**config.mk**
```make
export PLATFORM = sky130hd
export DESIGN_NAME = wb_rr_intercon
export DESIGN_NICKNAME = d
export VERILOG_FILES = /design/src/rtl/wb_rr_intercon.sv
export SDC_FILE = /design/constraint.sdc
export NUM_CORES = 1
export LEC_CHECK = 0
export ABC_AREA = 1
export ABC_CLOCK_PERIOD_IN_PS = 2100
export BUFFER_PORTS_ARGS = -buffer_cell sky130_fd_sc_hd__buf_4
export CORE_AREA = 2 2 154 156
export CTS_CLUSTER_DIAMETER = 30
export CTS_CLUSTER_SIZE = 40
export DETAILED_ROUTE_END_ITERATION = 7
export DIE_AREA = 0 0 156 158
export SLEW_MARGIN = 10
export SYNTH_ARGS = -nofsm -noshare
export SYNTH_HDL_FRONTEND = slang
export SYNTH_SLANG_ARGS = --single-unit
```
**constraint.sdc**
```tcl
create_clock -name clk_i -period 2.1 [get_ports clk_i]
set_input_delay 0.315 -clock clk_i [delete_from_list [all_inputs] [get_ports clk_i]]
set_output_delay 0.315 -clock clk_i [all_outputs]
set_load 0.01 [all_outputs]
```
**src/rtl/wb_rr_intercon.sv**
```systemverilog
// Shared-bus Wishbone classic interconnect: round-robin master arbitration,
// mask/base slave decode, error termination for unmapped or stalled transfers.
module wb_rr_intercon #(
    parameter int                  NUM_M    = 2,
    parameter int                  NUM_S    = 4,
    parameter int                  DW       = 32,
    parameter int                  AW       = 32,
    parameter logic [NUM_S*AW-1:0] SLV_BASE = '0,
    parameter logic [NUM_S*AW-1:0] SLV_MASK = '0,
    parameter int                  TIMEOUT  = 255
) (
    input  logic                     clk_i,
    input  logic                     rst_i,

    input  logic [NUM_M*AW-1:0]      wbm_adr_i,
    input  logic [NUM_M*DW-1:0]      wbm_dat_i,
    input  logic [NUM_M*(DW/8)-1:0]  wbm_sel_i,
    input  logic [NUM_M-1:0]         wbm_we_i,
    input  logic [NUM_M-1:0]         wbm_cyc_i,
    input  logic [NUM_M-1:0]         wbm_stb_i,
    output logic [DW-1:0]            wbm_dat_o,
    output logic [NUM_M-1:0]         wbm_ack_o,
    output logic [NUM_M-1:0]         wbm_err_o,

    output logic [AW-1:0]            wbs_adr_o,
    output logic [DW-1:0]            wbs_dat_o,
    output logic [(DW/8)-1:0]        wbs_sel_o,
    output logic                     wbs_we_o,
    output logic [NUM_S-1:0]         wbs_cyc_o,
    output logic [NUM_S-1:0]         wbs_stb_o,
    input  logic [NUM_S*DW-1:0]      wbs_dat_i,
    input  logic [NUM_S-1:0]         wbs_ack_i,
    input  logic [NUM_S-1:0]         wbs_err_i
);

    localparam int SW = DW / 8;
    localparam int MW = (NUM_M > 1) ? $clog2(NUM_M) : 1;
    localparam int SIW = (NUM_S > 1) ? $clog2(NUM_S) : 1;
    localparam int TW = $clog2(TIMEOUT + 1);
    localparam logic [MW-1:0] LAST_M = MW'(NUM_M - 1);
    localparam logic [TW-1:0] WD_LIMIT = TW'(TIMEOUT - 1);

    typedef enum logic [1:0] {
        IDLE = 2'd0,
        BUSY = 2'd1,
        ERR  = 2'd2
    } state_e;

    state_e          state_q, state_d;
    logic [MW-1:0]   grant_q, grant_d;
    logic [MW-1:0]   last_q, last_d;
    logic [TW-1:0]   wdog_q, wdog_d;

    logic [AW-1:0]   g_adr;
    logic [DW-1:0]   g_dat;
    logic [SW-1:0]   g_sel;
    logic            g_we;
    logic            g_cyc;
    logic            g_stb;

    logic            s_hit;
    logic [SIW-1:0]  s_idx;
    logic            s_ack;
    logic            s_err;
    logic [DW-1:0]   s_dat;

    logic            req_any;
    logic [MW-1:0]   next_m;
    logic            busy;
    logic            stall;
    logic            timeout;

    always_comb begin
        g_adr = wbm_adr_i[int'(grant_q)*AW +: AW];
        g_dat = wbm_dat_i[int'(grant_q)*DW +: DW];
        g_sel = wbm_sel_i[int'(grant_q)*SW +: SW];
        g_we  = wbm_we_i[grant_q];
        g_cyc = wbm_cyc_i[grant_q];
        g_stb = wbm_stb_i[grant_q];
    end

    // Scan downward so the lowest-index matching slave is the last one written.
    always_comb begin
        s_hit = 1'b0;
        s_idx = '0;
        for (int i = NUM_S - 1; i >= 0; i--) begin
            if ((g_adr & SLV_MASK[i*AW +: AW]) == SLV_BASE[i*AW +: AW]) begin
                s_hit = 1'b1;
                s_idx = SIW'(i);
            end
        end
    end

    always_comb begin
        s_ack = wbs_ack_i[s_idx];
        s_err = wbs_err_i[s_idx];
        s_dat = wbs_dat_i[int'(s_idx)*DW +: DW];
    end

    // Round-robin: nearest requester after the last owner wins, so the
    // smallest offset is evaluated last.
    always_comb begin
        req_any = 1'b0;
        next_m  = last_q;
        for (int i = NUM_M; i >= 1; i--) begin
            if (wbm_cyc_i[(int'(last_q) + i) % NUM_M]) begin
                req_any = 1'b1;
                next_m  = MW'((int'(last_q) + i) % NUM_M);
            end
        end
    end

    // A transfer is stb high until the selected slave answers with ack or err;
    // cyc framing alone keeps the bus owned between transfers.
    always_comb begin
        busy    = (state_q == BUSY);
        stall   = busy && s_hit && g_cyc && g_stb && !s_ack && !s_err;
        timeout = stall && (wdog_q == WD_LIMIT);
    end

    always_comb begin
        state_d = state_q;
        grant_d = grant_q;
        last_d  = last_q;
        wdog_d  = '0;
        case (state_q)
            IDLE: begin
                if (req_any) begin
                    grant_d = next_m;
                    state_d = BUSY;
                end
            end
            BUSY: begin
                if (!g_cyc) begin
                    state_d = IDLE;
                    last_d  = grant_q;
                end else if (g_stb && !s_hit) begin
                    state_d = ERR;
                end else if (timeout) begin
                    state_d = ERR;
                end else if (stall) begin
                    wdog_d = wdog_q + 1'b1;
                end
            end
            ERR: begin
                if (!g_cyc) begin
                    state_d = IDLE;
                    last_d  = grant_q;
                end else begin
                    state_d = BUSY;
                end
            end
            default: state_d = IDLE;
        endcase
    end

    always_ff @(posedge clk_i) begin
        if (rst_i) begin
            state_q <= IDLE;
            grant_q <= '0;
            last_q  <= LAST_M;
            wdog_q  <= '0;
        end else begin
            state_q <= state_d;
            grant_q <= grant_d;
            last_q  <= last_d;
            wdog_q  <= wdog_d;
        end
    end

    // Timed-out strobes are withdrawn from the slave in the same cycle.
    always_comb begin
        wbs_adr_o = '0;
        wbs_dat_o = '0;
        wbs_sel_o = '0;
        wbs_we_o  = 1'b0;
        wbs_cyc_o = '0;
        wbs_stb_o = '0;
        wbm_dat_o = '0;
        wbm_ack_o = '0;
        wbm_err_o = '0;
        if (busy) begin
            wbs_adr_o = g_adr;
            wbs_dat_o = g_dat;
            wbs_sel_o = g_sel;
            wbs_we_o  = g_we;
            if (s_hit) begin
                wbs_cyc_o[s_idx]   = g_cyc && !timeout;
                wbs_stb_o[s_idx]   = g_stb && !timeout;
                wbm_dat_o          = s_dat;
                wbm_ack_o[grant_q] = s_ack && !s_err;
                wbm_err_o[grant_q] = s_err;
            end
        end else if (state_q == ERR) begin
            wbm_err_o[grant_q] = 1'b1;
        end
    end

endmodule

```
==> results.yml, run 1 <==
yosys:
  syn_inst: 403
  synth_edf_count: 0
  synth_seq_cells: 12
  ys_seq_area_frac: 0.1170
  synth.cell_area_sq_um: 2053
  synth_cell_type_count: 29
  yosysWarnings: 0
  synth_ff_type: "dfxtp_1"
  syn_area_per_cell_sq_um: 5.095
  async_reset_ff_frac: 0
sta:
  finalSetupViolations: 0
  period_needed_ns: 1.961
  max_freq_mhz: 509.8
  hold_viol_final: 0
  post-route-period-util: 0.9340
  drv_slew: 0
  setup_tns_ns: 0
  clock_skew_ns: 0.002181
  rsz0062_at_grt: "false"
clock_network:
  cts_tree: "done"
  htree_levels: 1
  cts.sinks: 12
  cts_max_path_buffers: 2
  cts.reportedPaths.clkPinSlew_ns: 0.04
  cts_buffers: 3
  clk_latency_ns: 0.25
  root_buffer: "clkbuf_16"
route:
  drtIter0Drc: 168
  drc: 0
  first_pass_iters: 4
  drtAntennaViolNets: 0
  wl_per_cell_um: 13.10
  vias: 3469
  viasPerCell: 3.591
  wl_um: 12650
global_route:
  antenna_found_initial: 1
  grt_pass1_vias: 3238
  grt_max_degree: 57
  grt_usage: 0.09131
  grt-ovfl-total: 0
  grt_pass1_wl_um: 17230
critical_path:
  arrival_ns: 1.65
  crit_required_ns: 1.78
  start_kind: "flip-flop"
  path_max_fanout: 40
  end_kind: "primary output"
  crit_type: "reg -> out"
finish:
  layout.cells.non_filler: 966
  layout-drive-gt1-share: 0.4778
  diodes: 0
  final_common_cell: "buf_4"
  final_nets: 963
  synthToLayoutAreaGrowth_pct: 126.6
  layout_common_cells: "buf_4, nor2_1, o21ai_0, nand2_1, inv_1"
floorplan:
  rows: 56
  start_util: 0.08907
  fp.dieW_um: 156
  core_sq_um: 23050
  die_h_um: 158
  dieArea_sq_um: 24650
  num_io_pins: 393
run:
  cap_violations: 0
power:
  power_frac_seq: 0.075
  sw_frac_of_total: 0.4808
  power_w: 0.003891
  leakage_nw: 2.665
  pwr-share-comb: 0.823
  intPower_w: 0.002020
  ir_drop_uv: 208.7
  p_clk_frac: 0.103
  p_switching_w: 0.001871
  power_density_nw_per_um2: 836.3
outcome:
  status: "completed"
place:
  gp_congestion: 0.7640
  dp.final_hpwl_um: 10590
  placedCellCount: 960
  io_buffer_count: 284
min_path:
  hp-class: "in -> reg"
-- metrics by stage --
step	worst slack (ns)	instance area [sq um]	utilization	hold slack, ns
after CTS	0.02541	4611	0.2000	0.2261
after global routing	0.03418	4653	0.2019	0.2282
after detailed placement	0.2969	4522	0.1962	0.4547
final	0.1386	4653	0.2019	0.2241
after global placement	0.3248	4522	0.1962	0.4460
after floorplan	0.4242	2072	-	0.3841
-- power by group through the flow --
stage / Combinational (W) / Clock (W) / Sequential [W]
after global placement: 0.00313 / 0 / 0.000295
after CTS: 0.00315 / 0.000410 / 0.000291
after global routing: 0.00355 / 0.000418 / 0.000295
after floorplan: 0.00146 / 0 / 0.000279
final: 0.00320 / 0.000399 / 0.000291
after detailed placement: 0.00314 / 0 / 0.000294
-- critical path, cell delays in order (launching register included) --
cell and delay [ns]:
dfxtp_1 0.32, inv_1 0.13, ha_4 0.23, buf_12 0.20, o21ai_0 0.11, nor2_1 0.22
buf_4 0.18
-- cell type report --
| type | count | area (sq um) |
|---|---|---|
| clock buffer | 4 | 88.84 |
| sequential | 12 | 241.5 |
| multi-input combinational | 317 | 1504 |
| tap | 290 | 362.8 |
| inverter | 45 | 168.9 |
| timing repair buffer | 298 | 2287 |
| fill | 2631 | 18400 |
-- registers in the layout, indices dropped and copies added (netlist names) --
register / flops
wdog_q: 8
state_q: 2
grant_q: 1
last_q: 1
-- cells by family after synthesis --
kind of cell,Yosys count,synth area share
compound gates,77,0.1913
xor+xnor,5,0.02133
fa+ha+maj,6,0.03656
buf+inv,79,0.1670
flops,12,0.1170
other cells,1,0.001826
simple gates,223,0.4650
-- synthesized netlist by cell type, types with 2 or more instances --
cell type  count  area share
nor2_1       155        0.28
o21ai_0       71        0.17
nand2_1       44       0.080
inv_1         42       0.077
clkbuf_1      19       0.035
dfxtp_1       12        0.12
nand3_1        9       0.022
buf_2          7       0.017
buf_4          6       0.022
ha_1           6       0.037
nand2_4        4       0.022
a21oi_1        3      0.0073
inv_2          3      0.0055
xor2_1         3       0.013
buf_6          2       0.011
nand2_2        2      0.0061
nand3_2        2      0.0098
xnor2_1        2      0.0085
-- final timing paths --
kind	start	end	slack, ns	cells past startpoint
worst max-delay path	state_q[1]$_SDFFE_PP0P_	wbs_dat_o[5]	0.14	6
worst min-delay path	rst_i	grant_q$_SDFFE_PP0P_	0.22	2
worst max register to register	state_q[1]$_SDFFE_PP0P_	state_q[1]$_SDFFE_PP0P_	0.62	10
worst min register to register	wdog_q[0]$_SDFF_PP0_	wdog_q[0]$_SDFF_PP0_	0.46	1
-- per-layer routing --
metal	part of all wire	GRT usage	wire [um]
met1	0.38	0.09839	4869
met2	0.48	0.1705	6058
met3	0.13	0.03531	1625
met4	0.0077	0.01704	98
met5	0	0	0
-- what timing repair did --
item | CTS | global route
gates resized for setup | 0 | 2
hold buffers | 0 | 0
endpoints found under the setup margin | 0 | 4
setup buffers | 0 | 1
No activity file was read; power rests on OpenSTA's default activity.
==> inputs of run 2 (changes only) <==
ABC_AREA = not set   (was 1)
ABC_CLOCK_PERIOD_IN_PS = 1900   (was 2100)
CORE_AREA = 2 2 151 153   (was 2 2 154 156)
DIE_AREA = 0 0 153 155   (was 0 0 156 158)
clock period = 1.9 ns   (was 2.1 ns; I/O delays follow)
==> run 2 against run 1 <==
Compared with the run above: first-iteration DRC count down 30%; final cell count down 12%; critical path depth unchanged; synthesized area up 5.1%; register-to-register slack worse by 0.52 ns; non-clock buffer count up 8; synthesized cell count down 31%; core utilization up 2.2 points; sequential power about the same; die area down 3.8%; critical endpoint is now state_q[1]$_SDFFE_PP0P_; largest cell class unchanged; largest power group unchanged; highest routed layer unchanged.
==> results.yml, run 2 <==
power:
  p_clk_frac: 0.137
  power_frac_seq: 0.095
  intPower_w: 0.001976
  ir_drop_uv: 297.1
  leakage_nw: 2.374
  pwr-share-comb: 0.768
  sw_frac_of_total: 0.3511
  power_density_nw_per_um2: 613.1
  p_switching_w: 0.001069
global_route:
  grt_pass1_wl_um: 14640
  grt-ovfl-total: 0
  grt_pass1_vias: 2767
  grt_max_degree: 25
  grt_usage: 0.07750
  antenna_found_initial: 0
critical_path:
  cp_slowest_cell: "or4b_1"
  start_kind: "flip-flop"
  critPathMaxStageDelay_ns: 0.47
  crit_type: "reg -> reg"
  path_max_fanout: 14
  end_kind: "flip-flop"
  r2r_start: "state_q[1]$_SDFFE_PP0P_"
  crit_start: "state_q[1]$_SDFFE_PP0P_"
  crit_required_ns: 2.04
  arrival_ns: 1.94
  crit_family: "simple AND/OR/NAND/NOR gates"
  cp_cell_sequence: "inv_2 > ha_4 > bufbuf_16 > a32o_1 > or4b_1 > o31ai_1"
  crit_buf_inv: 2
  reg2reg_depth: 6
  cp_num_cells: 6
route:
  viasPerCell: 3.453
  vias: 2942
  drc: 0
  wl_um: 10360
  drtAntennaViolNets: 0
  drtIter0Drc: 118
  first_pass_iters: 4
  wl_per_cell_um: 12.16
clock_network:
  htree_levels: 1
  root_buffer: "clkbuf_16"
  cts_max_path_buffers: 2
  cts.sinks: 12
  cts.reportedPaths.clkPinSlew_ns: 0.04
  cts_tree: "done"
  cts_buffers: 3
  clk_latency_ns: 0.23
floorplan:
  start_util: 0.09710
  rows: 55
  fp.dieW_um: 153
  dieArea_sq_um: 23720
  core_sq_um: 22230
  die_h_um: 155
  num_io_pins: 393
yosys:
  synth.cell_area_sq_um: 2158
  synth_seq_cells: 12
  synth_edf_count: 0
  synth_cell_type_count: 31
  syn_area_per_cell_sq_um: 7.708
  async_reset_ff_frac: 0
  ys_seq_area_frac: 0.1113
  synth_area_leaders: "mux2i_1, nor2b_1, dfxtp_1"
  netlist.area_leader.share: 0.3293
  syn_inst: 280
  yosysTopAreaCell: "mux2i_1"
  synth_ff_type: "dfxtp_1"
  yosysWarnings: 0
  synth_top_cells_by_count: "mux2i_1, nor2b_1, and2_1"
place:
  dp.final_hpwl_um: 8104
  io_buffer_count: 284
  gp_congestion: 0.6948
  placed_cell_area_sq_um: 4659
min_path:
  hold_path_depth: 2
  min_from: "rst_i"
  hp-class: "in -> reg"
run:
  cap_violations: 0
sta:
  rsz0062_at_grt: "false"
  finalSetupViolations: 0
  post-route-period-util: 0.9491
  clock_skew_ns: 0.0007663
  drv_slew: 0
  max_freq_mhz: 554.5
  period_needed_ns: 1.803
  hold_viol_final: 0
  setup_tns_ns: 0
finish:
  layout_common_cells: "buf_4, mux2i_1, nor2b_1, and2_1, nor2_1"
  fin_area_sq_um: 4966
  final_util: 0.2234
  synthToLayoutAreaGrowth_pct: 130.1
  reg.largest.list: "wdog_q x8, state_q x2"
  final_common_cell: "buf_4"
  final_nets: 854
  regMostFlops: "wdog_q"
  diodes: 0
  largest_reg_flops: 8
  layout-drive-gt1-share: 0.5608
outcome:
  status: "completed"
## run 2: changes by cell type after synthesis, sizes merged, moves of 41 or more
| cell | change |
|---|---|
| nor2 | -141 |
| mux2i | +71 |
| nand2 | -44 |
| o21ai | -71 |
| nor2b | +71 |
| inv | -41 |
## run 2: per-stage QoR
step                      std cells  hold WS, ns  power (W)  worst slack, ns
after global placement          837       0.4875   0.002380           0.1625
after floorplan                 285       0.3574   0.001287           0.1476
final                           852       0.2501   0.003045          0.09673
after global routing            852       0.2634   0.003264          0.01123
after CTS                       849       0.2499   0.003046         0.002533
after detailed placement        837       0.4995   0.002383           0.1524
## run 2: area by class of cell
cell class / instances / area, sq um
sequential: 12 / 245.2
fill: 2469 / 17260
multi-input combinational: 241 / 1795
timing repair buffer: 306 / 2465
tap: 285 / 356.6
clock buffer: 4 / 88.84
inverter: 4 / 15.01
## run 2: per-layer routing
layer / routed length, um / share of wire / global-route usage
met1: 4211 / 0.41 / 0.09054
met2: 5352 / 0.52 / 0.1484
met3: 790 / 0.076 / 0.02006
met4: 8 / 0.00077 / 0.004409
met5: 0 / 0 / 0
## run 2: power by group through the flow
| stage | clock network, W | registers, W | logic (W) |
|---|---|---|---|
| 6_report | 0.000418 | 0.000288 | 0.00234 |
| 5_1_grt | 0.000442 | 0.000291 | 0.00253 |
| 2_1_floorplan | 0 | 0.000281 | 0.00101 |
| 3_5_place_dp | 0 | 0.000299 | 0.00208 |
| 3_3_place_gp | 0 | 0.000298 | 0.00208 |
| 4_1_cts | 0.000434 | 0.000289 | 0.00232 |
## run 2: timing repair
item	in CTS	in global routing
setup buffers	5	2
gates cloned	3	1
hold buffers	0	0
gates resized for setup	2	3
endpoints found under the hold margin	0	0
endpoints found under the setup margin	32	13
pin swaps	0	1
## run 2: path summary, 6_finish.rpt
path / end / slack (ns)
worst min register to register: wdog_q[5]$_SDFF_PP0_ / 0.51
worst max-delay path: state_q[1]$_SDFFE_PP0P_ / 0.1
worst min-delay path: grant_q$_SDFFE_PP0P_ / 0.25
worst max register to register: state_q[1]$_SDFFE_PP0P_ / 0.1
## run 2: kinds of logic (layout without fill, tap and decap cells)
logic type      count (synthesis)  in the layout  share of synthesized area
compound gates                  8              8                    0.02493
mux                            73             73                     0.3414
flops                          12             12                     0.1113
other cells                     1              6                   0.001737
simple gates                  142            142                     0.3872
buf+inv                        32            314                    0.07420
xor+xnor                        6              6                    0.02435
fa+ha+maj                       6              6                    0.03478
==> inputs of run 3 (changes only) <==
ABC_AREA = 1   (was not set)
CORE_AREA = 2 2 155 157   (was 2 2 151 153)
DIE_AREA = 0 0 157 159   (was 0 0 153 155)
==> run 3 against run 2 <==
Compared with the run above: wire length is 23% higher; first-iteration DRC count grew 31%; clock-buffer cell count fell by 1; clock power shrank 9.3%; sequential share of layout area up 0.23 points; clock skew increased by 0.0013 ns; core utilization is 1.8 points lower; highest routed layer unchanged.
==> results.yml, run 3 (synthesis results as in run 1) <==
outcome:
  status: "completed"
min_path:
  hp-class: "in -> reg"
critical_path:
  arrival_ns: 1.55
  end_kind: "primary output"
  cp_cell_sequence: "inv_2 > ha_4 > buf_12 > buf_12 > o21ai_0 > nor2_1 > buf_4"
  cp_slowest_cell: "dfxtp_2"
  path_max_fanout: 16
  crit_required_ns: 1.62
  critPathMaxStageDelay_ns: 0.32
  cp_common_cell: "buf_12"
  crit_family: "buffers and inverters"
  crit_buf_inv: 4
  crit_type: "reg -> out"
  start_kind: "flip-flop"
finish:
  ff_latch_area_sq_um: 246.5
  reg.largest.list: "wdog_q x8, state_q x2"
  final_common_cell: "buf_4"
  regMostFlops: "wdog_q"
  layout_common_cells: "buf_4, nor2_1, o21ai_0, nand2_1, inv_1"
  nFillCells: 2660
  diodes: 0
  largest_reg_flops: 8
  multi_input_area_sq_um: 1504
  synthToLayoutAreaGrowth_pct: 132.1
  final_nets: 964
  layout-drive-gt1-share: 0.4822
route:
  wl_um: 12710
  first_pass_iters: 4
  drtAntennaViolNets: 0
  viasPerCell: 3.486
  vias: 3469
  drc: 0
  wl_per_cell_um: 12.78
  drtIter0Drc: 155
global_route:
  grt_pass1_wl_um: 17570
  grt-ovfl-total: 0
  antenna_found_initial: 0
  grt_pass1_vias: 3208
  grt_usage: 0.09092
  grt_max_degree: 58
clock_network:
  cts.reportedPaths.clkPinSlew_ns: 0.04
  htree_levels: 1
  cts_buffers: 3
  cts_tree: "done"
  cts.sinks: 12
  cts_max_path_buffers: 2
  root_buffer: "clkbuf_16"
  clk_latency_ns: 0.24
sta:
  hold_viol_final: 0
  period_needed_ns: 1.830
  drv_slew: 0
  post-route-period-util: 0.9633
  finalSetupViolations: 0
  fin_hold_ws_ns: 0.1986
  max_freq_mhz: 546.4
  clock_skew_ns: 0.002099
  rsz0062_at_grt: "true"
power:
  power_frac_seq: 0.075
  pwr-share-comb: 0.839
  sw_frac_of_total: 0.4678
  p_switching_w: 0.002061
  ir_drop_uv: 247.2
  power_density_nw_per_um2: 924.5
  p_clk_frac: 0.086
  intPower_w: 0.002345
  leakage_nw: 2.691
  power_w: 0.004406
floorplan:
  num_io_pins: 393
  core_sq_um: 23190
  dieArea_sq_um: 24960
  start_util: 0.08853
  fp.dieW_um: 157
  rows: 56
  die_h_um: 159
run:
  cap_violations: 0
place:
  dp.final_hpwl_um: 10460
  io_buffer_count: 284
  gp_congestion: 0.7755
-- run 3: cell count changes in the layout (fill, tap and decap cells not counted), sizes merged, moves of 5 or more --
cell | previous run | this run
and2 | 34 | 0
buf | 302 | 297
inv | 4 | 45
mux2i | 71 | 0
nand2 | 6 | 50
nand3 | 3 | 12
nor2 | 16 | 157
nor2b | 71 | 0
o21ai | 0 | 71
-- run 3: per-stage QoR --
stage | utilization | worst slack (ns) | std cells | TNS [ns] | area, sq um
after floorplan | - | 0.2542 | 408 | 0 | 2072
after global placement | 0.1966 | 0.1838 | 986 | 0 | 4561
after detailed placement | 0.1966 | 0.1722 | 986 | 0 | 4561
after CTS | 0.2040 | 0.01209 | 993 | 0 | 4732
after global routing | 0.2055 | -0.02040 | 995 | -0.02040 | 4766
final | 0.2055 | 0.06973 | 995 | 0 | 4766
-- run 3: path summary, 6_finish.rpt --
path,from,end,slack (ns),cells past startpoint
hold / removal,rst_i,grant_q$_SDFFE_PP0P_,0.20,2
setup reg to reg,state_q[1]$_SDFFE_PP0P_,state_q[1]$_SDFFE_PP0P_,0.51,10
hold reg to reg,wdog_q[0]$_SDFF_PP0_,wdog_q[0]$_SDFF_PP0_,0.47,1
setup / recovery,state_q[1]$_SDFFE_PP0P_,wbs_dat_o[16],0.07,7
-- run 3: worst register-to-register path: stages, from the launching register on --
cell	delay [ns]
dfxtp_2	0.32
inv_2	0.08
ha_4	0.14
buf_12	0.13
nand3_2	0.10
nand2_4	0.13
nand3_4	0.11
nand2_4	0.09
nand2_2	0.05
nor2_1	0.08
nor2_1	0.05
-- run 3: layout make-up --
class                           instances  area share
Timing Repair Buffer                  299      0.4972
Multi-Input combinational cell        317      0.3156
Tap cell                              319     0.08375
Sequential cell                        12     0.05172
Inverter                               45     0.03597
Clock buffer                            3     0.01575
-- run 3: power by group through the flow --
stage | combinational [W] | sequential, W | clock [W]
4_1_cts | 0.00375 | 0.000324 | 0.000385
2_1_floorplan | 0.00161 | 0.000308 | 0
5_1_grt | 0.00410 | 0.000336 | 0.000408
3_5_place_dp | 0.00349 | 0.000323 | 0
6_report | 0.00370 | 0.000332 | 0.000379
3_3_place_gp | 0.00348 | 0.000322 | 0
-- run 3: layer usage --
metal | global-route usage | wire [um] | up-vias
met4 | 0.008757 | 42 | 0
met1 | 0.09884 | 4926 | 1485
met3 | 0.03620 | 1636 | 4
met2 | 0.1699 | 6107 | 207
li1 | - | - | 1773
met5 | 0 | 0 | -
-- run 3: timing repair --
item,in CTS,in global routing
pin swaps,2,4
gates resized for setup,5,5
cloned,2,1
setup endpoints to repair,26,57
hold buffers,0,0
setup buffers,2,1
